--- src/rtl/cmp_sort_pkg.sv ---
// ----------------------------------------------------------------------------
//  cmp_sort_pkg : shared types and comparator result encoding for cmp_sort_ctrl
//  Revision     : 1.0
// ----------------------------------------------------------------------------
`default_nettype none

package cmp_sort_pkg;

   typedef enum logic [1:0] {
      LOAD  = 2'd0,
      SORT  = 2'd1,
      DRAIN = 2'd2
   } sort_state_e;

   // Comparator result is one-hot {gt, eq, lt}
   localparam logic [2:0] CMP_GT = 3'b100;
   localparam logic [2:0] CMP_EQ = 3'b010;
   localparam logic [2:0] CMP_LT = 3'b001;

endpackage

`default_nettype wire

--- src/rtl/cmp_mag.sv ---
// ----------------------------------------------------------------------------
//  cmp_mag  : combinational unsigned W-bit magnitude comparator
//  Revision : 1.0
// ----------------------------------------------------------------------------
`default_nettype none

module cmp_mag
   import cmp_sort_pkg::*;
#(
   parameter int W = 4
) (
   input  logic [W-1:0] a,
   input  logic [W-1:0] b,
   output logic [2:0]   y
);

   always_comb begin
      if (a > b) begin
         y = CMP_GT;
      end else if (a == b) begin
         y = CMP_EQ;
      end else begin
         y = CMP_LT;
      end
   end

endmodule

`default_nettype wire

--- src/rtl/cmp_sort_ctrl.sv ---
// ----------------------------------------------------------------------------
//  cmp_sort_ctrl : loads N words, bubble-sorts them with one shared comparator,
//                  then streams them out in ascending order
//  Revision      : 1.0
// ----------------------------------------------------------------------------
`default_nettype none

module cmp_sort_ctrl
   import cmp_sort_pkg::*;
#(
   parameter  int N  = 4,
   parameter  int W  = 4,
   localparam int SW = $clog2(N*(N-1)/2+1)
) (
   input  logic          clk,
   input  logic          rst,
   input  logic          in_valid,
   output logic          in_ready,
   input  logic [W-1:0]  in_data,
   output logic          out_valid,
   input  logic          out_ready,
   output logic [W-1:0]  out_data,
   output logic          busy,
   output logic          done,
   output logic [SW-1:0] swap_cnt
);

   localparam int IW = (N > 2) ? $clog2(N) : 1;

   sort_state_e   state_q, state_d;
   logic [IW-1:0] wr_q, wr_d;
   logic [IW-1:0] rd_q, rd_d;
   logic [IW-1:0] pass_q, pass_d;
   logic [IW-1:0] idx_q, idx_d;
   logic [SW-1:0] swap_q, swap_d;
   logic [W-1:0]  mem_q [N];
   logic [W-1:0]  mem_d [N];

   logic [IW-1:0] idx_p1;
   logic [2:0]    cmp_y;

   assign idx_p1 = idx_q + IW'(1);

   cmp_mag #(.W(W)) u_cmp (
      .a (mem_q[idx_q]),
      .b (mem_q[idx_p1]),
      .y (cmp_y)
   );

   assign in_ready  = (state_q == LOAD);
   assign out_valid = (state_q == DRAIN);
   assign busy      = (state_q != LOAD);
   assign out_data  = mem_q[rd_q];
   assign swap_cnt  = swap_q;
   assign done      = (state_q == DRAIN) && out_ready && (rd_q == IW'(N-1));

   always_comb begin
      state_d = state_q;
      wr_d    = wr_q;
      rd_d    = rd_q;
      pass_d  = pass_q;
      idx_d   = idx_q;
      swap_d  = swap_q;
      mem_d   = mem_q;
      case (state_q)
         LOAD: begin
            if (in_valid) begin
               mem_d[wr_q] = in_data;
               if (wr_q == IW'(N-1)) begin
                  wr_d    = '0;
                  swap_d  = '0;
                  state_d = SORT;
               end else begin
                  wr_d = wr_q + IW'(1);
               end
            end
         end
         SORT: begin
            // Strict greater-than keeps equal keys in their original order
            if (cmp_y == CMP_GT) begin
               mem_d[idx_q]  = mem_q[idx_p1];
               mem_d[idx_p1] = mem_q[idx_q];
               swap_d        = swap_q + SW'(1);
            end
            if (idx_q == IW'(N-2)) begin
               idx_d = '0;
               if (pass_q == IW'(N-2)) begin
                  pass_d  = '0;
                  state_d = DRAIN;
               end else begin
                  pass_d = pass_q + IW'(1);
               end
            end else begin
               idx_d = idx_p1;
            end
         end
         DRAIN: begin
            if (out_ready) begin
               if (rd_q == IW'(N-1)) begin
                  rd_d    = '0;
                  state_d = LOAD;
               end else begin
                  rd_d = rd_q + IW'(1);
               end
            end
         end
         default: state_d = LOAD;
      endcase
   end

   always_ff @(posedge clk) begin
      if (rst) begin
         state_q <= LOAD;
         wr_q    <= '0;
         rd_q    <= '0;
         pass_q  <= '0;
         idx_q   <= '0;
         swap_q  <= '0;
         for (int i = 0; i < N; i++) begin
            mem_q[i] <= '0;
         end
      end else begin
         state_q <= state_d;
         wr_q    <= wr_d;
         rd_q    <= rd_d;
         pass_q  <= pass_d;
         idx_q   <= idx_d;
         swap_q  <= swap_d;
         for (int i = 0; i < N; i++) begin
            mem_q[i] <= mem_d[i];
         end
      end
   end

endmodule

`default_nettype wire

--- config.mk ---
export PLATFORM = sky130hd
export DESIGN_NAME = cmp_sort_ctrl
export DESIGN_NICKNAME = d
export VERILOG_FILES = /design/src/rtl/cmp_sort_pkg.sv /design/src/rtl/cmp_mag.sv /design/src/rtl/cmp_sort_ctrl.sv
export SDC_FILE = /design/constraint.sdc
export NUM_CORES = 1
export LEC_CHECK = 0
export ABC_AREA = 1
export CORE_MARGIN = 5
export CORE_UTILIZATION = 45
export CTS_CLUSTER_SIZE = 20
export DETAILED_ROUTE_END_ITERATION = 6
export PLACE_DENSITY_LB_ADDON = 0.12
export SYNTH_ARGS = -nofsm -noshare
export SYNTH_HDL_FRONTEND = slang
export SYNTH_SLANG_ARGS = --single-unit
--- constraint.sdc ---
create_clock -name clk -period 3.5 [get_ports clk]
set_input_delay 0.35 -clock clk [delete_from_list [all_inputs] [get_ports clk]]
set_output_delay 0.35 -clock clk [all_outputs]
set_load 0.005 [all_outputs]
# [Yosys cells after proc, flatten, opt, wreduce, memory -nomap -nowiden]
# Index checks and enable logic that the tools add are counted.
[totals] ff_bits=29 latch_bits=0 mem_bits_rw=0 rom_bits=0 out_inout_bits=11 elab_cells=94 n_memories=0
[classes] add_sub_neg=5 multipliers=0 div=0 order_cmp=8 eq_ne=15 n_shift=0 mux=38 bitwise=4 reduce_logical=14
[ops] op="bitwise mux 16 bit" count=3
[ops] op="2-to-1 mux 4 bit" count=9
[ops] op="2-to-1 mux 16 bit" count=2
[ops] op="one-hot mux 16 bit (2 select lines)" count=1
[ops] op="binary-select mux 4 bit (select 2 bit)" count=3
[ops] op="demux 4 bit (select 2 bit)" count=3
[ops] op="2-to-1 mux 2 bit" count=11
[ops] op="greater-or-equal comparator 3 bit, second input constant" count=4
[ops] op="2-to-1 mux 3 bit" count=4
[ops] op="NOT 2 -> 3 bit" count=4
[ops] op="equality test 2 bit, second input constant" count=5
[ops] op="< comparator 3 x 1 -> 1 bit, second input constant" count=3
[ops] op="adder 2 x 1 -> 2 bit, second input constant" count=4
[ops] op="!= test 2 bit, second input constant" count=4
[ops] op="!= test 2 x 1 -> 1 bit, second input constant" count=3
[ops] op="one-hot mux 2 bit (3 select lines)" count=1
[ops] op="one-hot mux 3 bit (2 select lines)" count=1
[ops] op="AND reduction 2 bit" count=3
[ops] op="AND reduction 6 bit" count=1
[ops] op="logical AND 1 bit" count=5
[ops] op="equality test 4 bit" count=1
[ops] op="> comparator 4 bit" count=1
[ops] op="AND reduction 4 bit" count=1
[ops] op="nonzero test 2 bit" count=2
[ops] op="other kinds (5)" count=5

# [Longest topological paths before layout]
[logic_depth] word_depth=11 depth_mapped=19 depth_no_buf=17

# [Hierarchy]
# From an unflattened synthesis, not the netlist that was laid out.
[hier_totals] hier_cells=398 hier_area_um2=2403.6
[modules_own_cells] module="cmp_sort_ctrl" n_inst=1 cells_per_inst=377 area_each_um2=2287.2 seq_area_each_um2=580.6
[modules_own_cells] module="cmp_mag" n_inst=1 cells_per_inst=21 area_each_um2=116.4 seq_area_each_um2=0.0

# [Least setup slack after synthesis]
# OpenSTA, ideal clock, no wires.
[synth_path] path_type="flip-flop to flip-flop" start="reg idx_q[0]" end="reg mem_q[10] in the netlist's numbering" setup_ps=113 arrival_time_ps=2358 t_required_ps=3387 path_slack_ps=1029 path_stages_with_launch=18 n_path_buf=2 synth_period_minus_slack_ps=2471 path_cell_list="dfxtp_1 buf_6 inv_6 buf_6 ha_1 inv_1 nand3_1 and2_1 inv_1 ha_1 nand2_1 nor2_1 nor2_1 nand2_1 nand2_2 nand3_2 nor2_1 nor2_1"
[synth_via] elab_chain_cells=11 elab_cells_between_ends=30 cone_classes="add/sub: 1; order compare: 5; eq/ne: 3; mux: 16; bitwise: 2; reduce/logical: 3"
[synth_rtl] element="from (decl)" line="cmp_sort_ctrl.sv:34" source="logic [IW-1:0] idx_q, idx_d;"
[synth_rtl] element="from (signal assigned)" line="cmp_sort_ctrl.sv:127" source="idx_q <= idx_d;"
[synth_rtl] element="parallel branches: the longest is 11 deep, another holds > comparator 4 bit"
[synth_rtl] element="to (signal, indexed assignment)" line="cmp_sort_ctrl.sv:130" source="mem_q[i] <= mem_d[i];"
[synth_rtl] element="to (decl)" line="cmp_sort_ctrl.sv:36" source="logic [W-1:0] mem_q [N];"
# Several ways; the timed one is not identified. The select of a mux whose other input is x is not followed.
# A chain may end at the register's enable or synchronous reset.

# [Worst setup path in the final report]
[layout_path] start="reg idx_q[1]" end="reg mem_q[0] in the netlist's numbering"
# Same word-level chain as after synthesis.

==> metrics <==
share of cells above drive strength 1 0.0587; PostCTS Resize Cnt 0; fin cells 479; sequential fraction of the synthesis area 0.248; CTS H-Tree Depth 2; largest net degree at the start of global routing 24; crit end category register; drt total wl 6950 um; IO Pins 19; pre-CTS WS 684 ps; r2r setup slk 660 ps; Initial Utilization 0.462; #FFs+latches synth 29; # setup viols final 0; critical path type register to register; Die Y 82.1 um; cell taking the most area after synthesis dfxtp_1; Core Rows 26; CP cell instances inv_1, ha_1, inv_1, nand3_1, and2_1, inv_1, ha_1, nand2_1, nor2_1, nor2_1, nand2_1, nand2_2, nand3_2, nor2_1, nor2_1; clock sink total 29; CTS tree done; status completed; DR iter-0 viols 169; Layout Skew 3.77 ps; max-cap violations 0; Reg clk slew, reported paths 60 ps; Avg Synthesized Cell Area 5.98 sq um; RSZ-0062 raised after global routing false; initial antenna violation count 0; Bufs on Longest Clock Path 2; clk_lat worst skew 280 ps; utilization after layout 0.523; crit start category register; final hold violations 0; maximum clock rate 352 MHz; Worst Path Arrival 3020 ps; Detailed Routing Iterations Pass 1 5; Worst Path Required 3670 ps; top post-synthesis cells by area dfxtp_1 25%, nand2_1 21%, nand3_1 11%; I/O Buffers 18; wire length per cell 14.5 um; die width 82.1 um; Via-to-Cell Ratio 5.06; Final Max Slew Viols 0; Final GP Congestion 0.950; Period minus WS final 2840 ps; post-layout instance area 2660 sq um; Synth Instances 392; CP max-delay cell dfxtp_1; reg-to-reg critical path endpoint mem_q[0]$_SDFFE_PP0P_; slew margin rel. 0.570; PD cells 964 nW/um^2; core area 5070 sq um; GRT Util Overall 0.231; Reg2Reg Depth 15; drt drc 0; Crit path largest cell delay 460 ps; Die ar. 6750 sq um; setup tns final 0 ps; GRT overflow 0; vias in the first global route 2332; Critical Path Fanout Max 8; Root Buffer clkbuf_8; Synth Warn # 0; maximum vdd drop 0.502 mV; antenna-violating nets left 0; Worst Setup SP idx_q[1]$_SDFFE_PP0P_; CTS buffer count 5; Tightest Hold Check Type register to register; DR vias 2425; post-synthesis cell type count 26; setup ws final 656 ps; r2r startpoint idx_q[1]$_SDFFE_PP0P_; DP HPWL 5430 um; # hold bufs at CTS 0; Post-Syn Area 2340 sq um; static leakage 1.26 nW; Area Overhead vs Synth 13.4%; Crit path top cell by count nor2_1; Post-CTS Setup Inserts 0; net count reported at finish 430; first-pass GRT wire length 11600 um; Worst Tran Pin Value 645 ps; number of instances in the placed design 471; syn nets 414; Antenna Diode Count 0; CP Capture Point mem_q[0]$_SDFFE_PP0P_; Final Cycle Share 0.813; area post-placement 2540 sq um; Yosys top cell area share 0.248
==> layout make-up <==
| class | count | area, sq um |
|---|---|---|
| clock inverter | 1 | 30.0 |
| timing repair buffer | 19 | 188 |
| inverter | 44 | 170 |
| clock buffer | 7 | 86.3 |
| sequential | 29 | 581 |
| multi-input combinational | 309 | 1510 |
| tap | 70 | 87.6 |
| fill | 536 | 2420 |
==> how the worst min path moves through the flow <==
| stage | from | end | slack [ps] | cells past startpoint |
|---|---|---|---|---|
| final | swap_cnt[1]$_SDFFE_PP0P_ | swap_cnt[1]$_SDFFE_PP0P_ | 490 | 2 |
| after global routing | swap_cnt[1]$_SDFFE_PP0P_ | swap_cnt[1]$_SDFFE_PP0P_ | 520 | 2 |
| after CTS | swap_cnt[1]$_SDFFE_PP0P_ | swap_cnt[1]$_SDFFE_PP0P_ | 490 | 2 |
| after detailed placement | swap_cnt[1]$_SDFFE_PP0P_ | swap_cnt[1]$_SDFFE_PP0P_ | 480 | 2 |
| after global placement | swap_cnt[1]$_SDFFE_PP0P_ | swap_cnt[1]$_SDFFE_PP0P_ | 480 | 2 |
| after floorplan | pass_q[0]$_SDFFE_PP0P_ | pass_q[0]$_SDFFE_PP0P_ | 470 | 2 |
==> per-stage QoR <==
step,hold slack (ps),total power (W)
final,487,0.00256
after global routing,521,0.00283
after CTS,490,0.00255
after detailed placement,481,0.00218
after global placement,484,0.00219
after floorplan,471,0.00175
==> synthesized netlist by cell type <==
master    count
nand3b_1      1
o211a_1       1
nand2_1     131
clkbuf_1      3
nor2_2        2
inv_2         1
buf_6         5
nand3_2       5
nor3_2        1
nand3_1      50
and2_4        2
inv_6         1
a22oi_2       2
a211oi_1      5
nand2_2       2
xnor2_1       1
inv_1        42
a21oi_1      25
ha_1         14
a31oi_1       1
nor2_1       51
and2_1        6
buf_2         2
o21ai_0       8
dfxtp_1      29
nor3_1        1
==> metal layers <==
| layer | track usage | routed length [um] |
|---|---|---|
| met5 | 0 | 0 |
| met4 | 0.0764 | 143 |
| met3 | 0.0434 | 440 |
| met2 | 0.384 | 3210 |
| met1 | 0.298 | 3160 |
==> logic make-up (layout without fill, tap and decap cells) <==
group | count (synthesis) | after routing | share of synthesized area
compound gates | 42 | 42 | 0.104
xor+xnor | 1 | 1 | 0.00374
fa+ha+maj | 14 | 14 | 0.0748
buf+inv | 54 | 71 | 0.106
flops | 29 | 29 | 0.248
simple gates | 252 | 252 | 0.464
==> flip-flops by register name, indices dropped and copies added, names as in the netlist <==
| name | cells |
|---|---|
| idx_q | 2 |
| pass_q | 2 |
| swap_cnt | 3 |
| rd_q | 2 |
| mem_q | 16 |
| wr_q | 2 |
| state_q | 2 |
==> cell usage in the layout, fill, tap and decap left out <==
| master | instances |
|---|---|
| a31oi_1 | 1 |
| a21oi_1 | 25 |
| xnor2_1 | 1 |
| nand2_2 | 2 |
| buf_4 | 1 |
| nand3b_1 | 1 |
| and2_1 | 6 |
| nand2_1 | 131 |
| bufinv_16 | 1 |
| o21ai_0 | 8 |
| and2_4 | 2 |
| nor2_2 | 2 |
| nand3_2 | 5 |
| a211oi_1 | 5 |
| nor3_2 | 1 |
| clkbuf_8 | 6 |
| a22oi_2 | 2 |
| clkdlybuf4s50_1 | 18 |
| inv_6 | 1 |
| nand3_1 | 50 |
| dfxtp_1 | 29 |
| nor3_1 | 1 |
| inv_2 | 1 |
| ha_1 | 14 |
| clkbuf_1 | 1 |
| nor2_1 | 51 |
| o211a_1 | 1 |
| inv_1 | 42 |
==> where the power goes <==
group	switching, W	internal (W)
Sequential	0.000128	0.000436
Combinational	0.00103	0.000607
Clock	0.000130	0.000232
Total	0.00128	0.00128
==> worst max-delay path: cells and delay by family (launching register included) <==
family | cells | cell delay, ps
AND/OR/NAND/NOR | 10 | 1270
adder cells (fa/ha/maj) | 2 | 670
flip-flops | 1 | 460
buffers and inverters | 3 | 350
No activity file was read; power rests on OpenSTA's default activity.
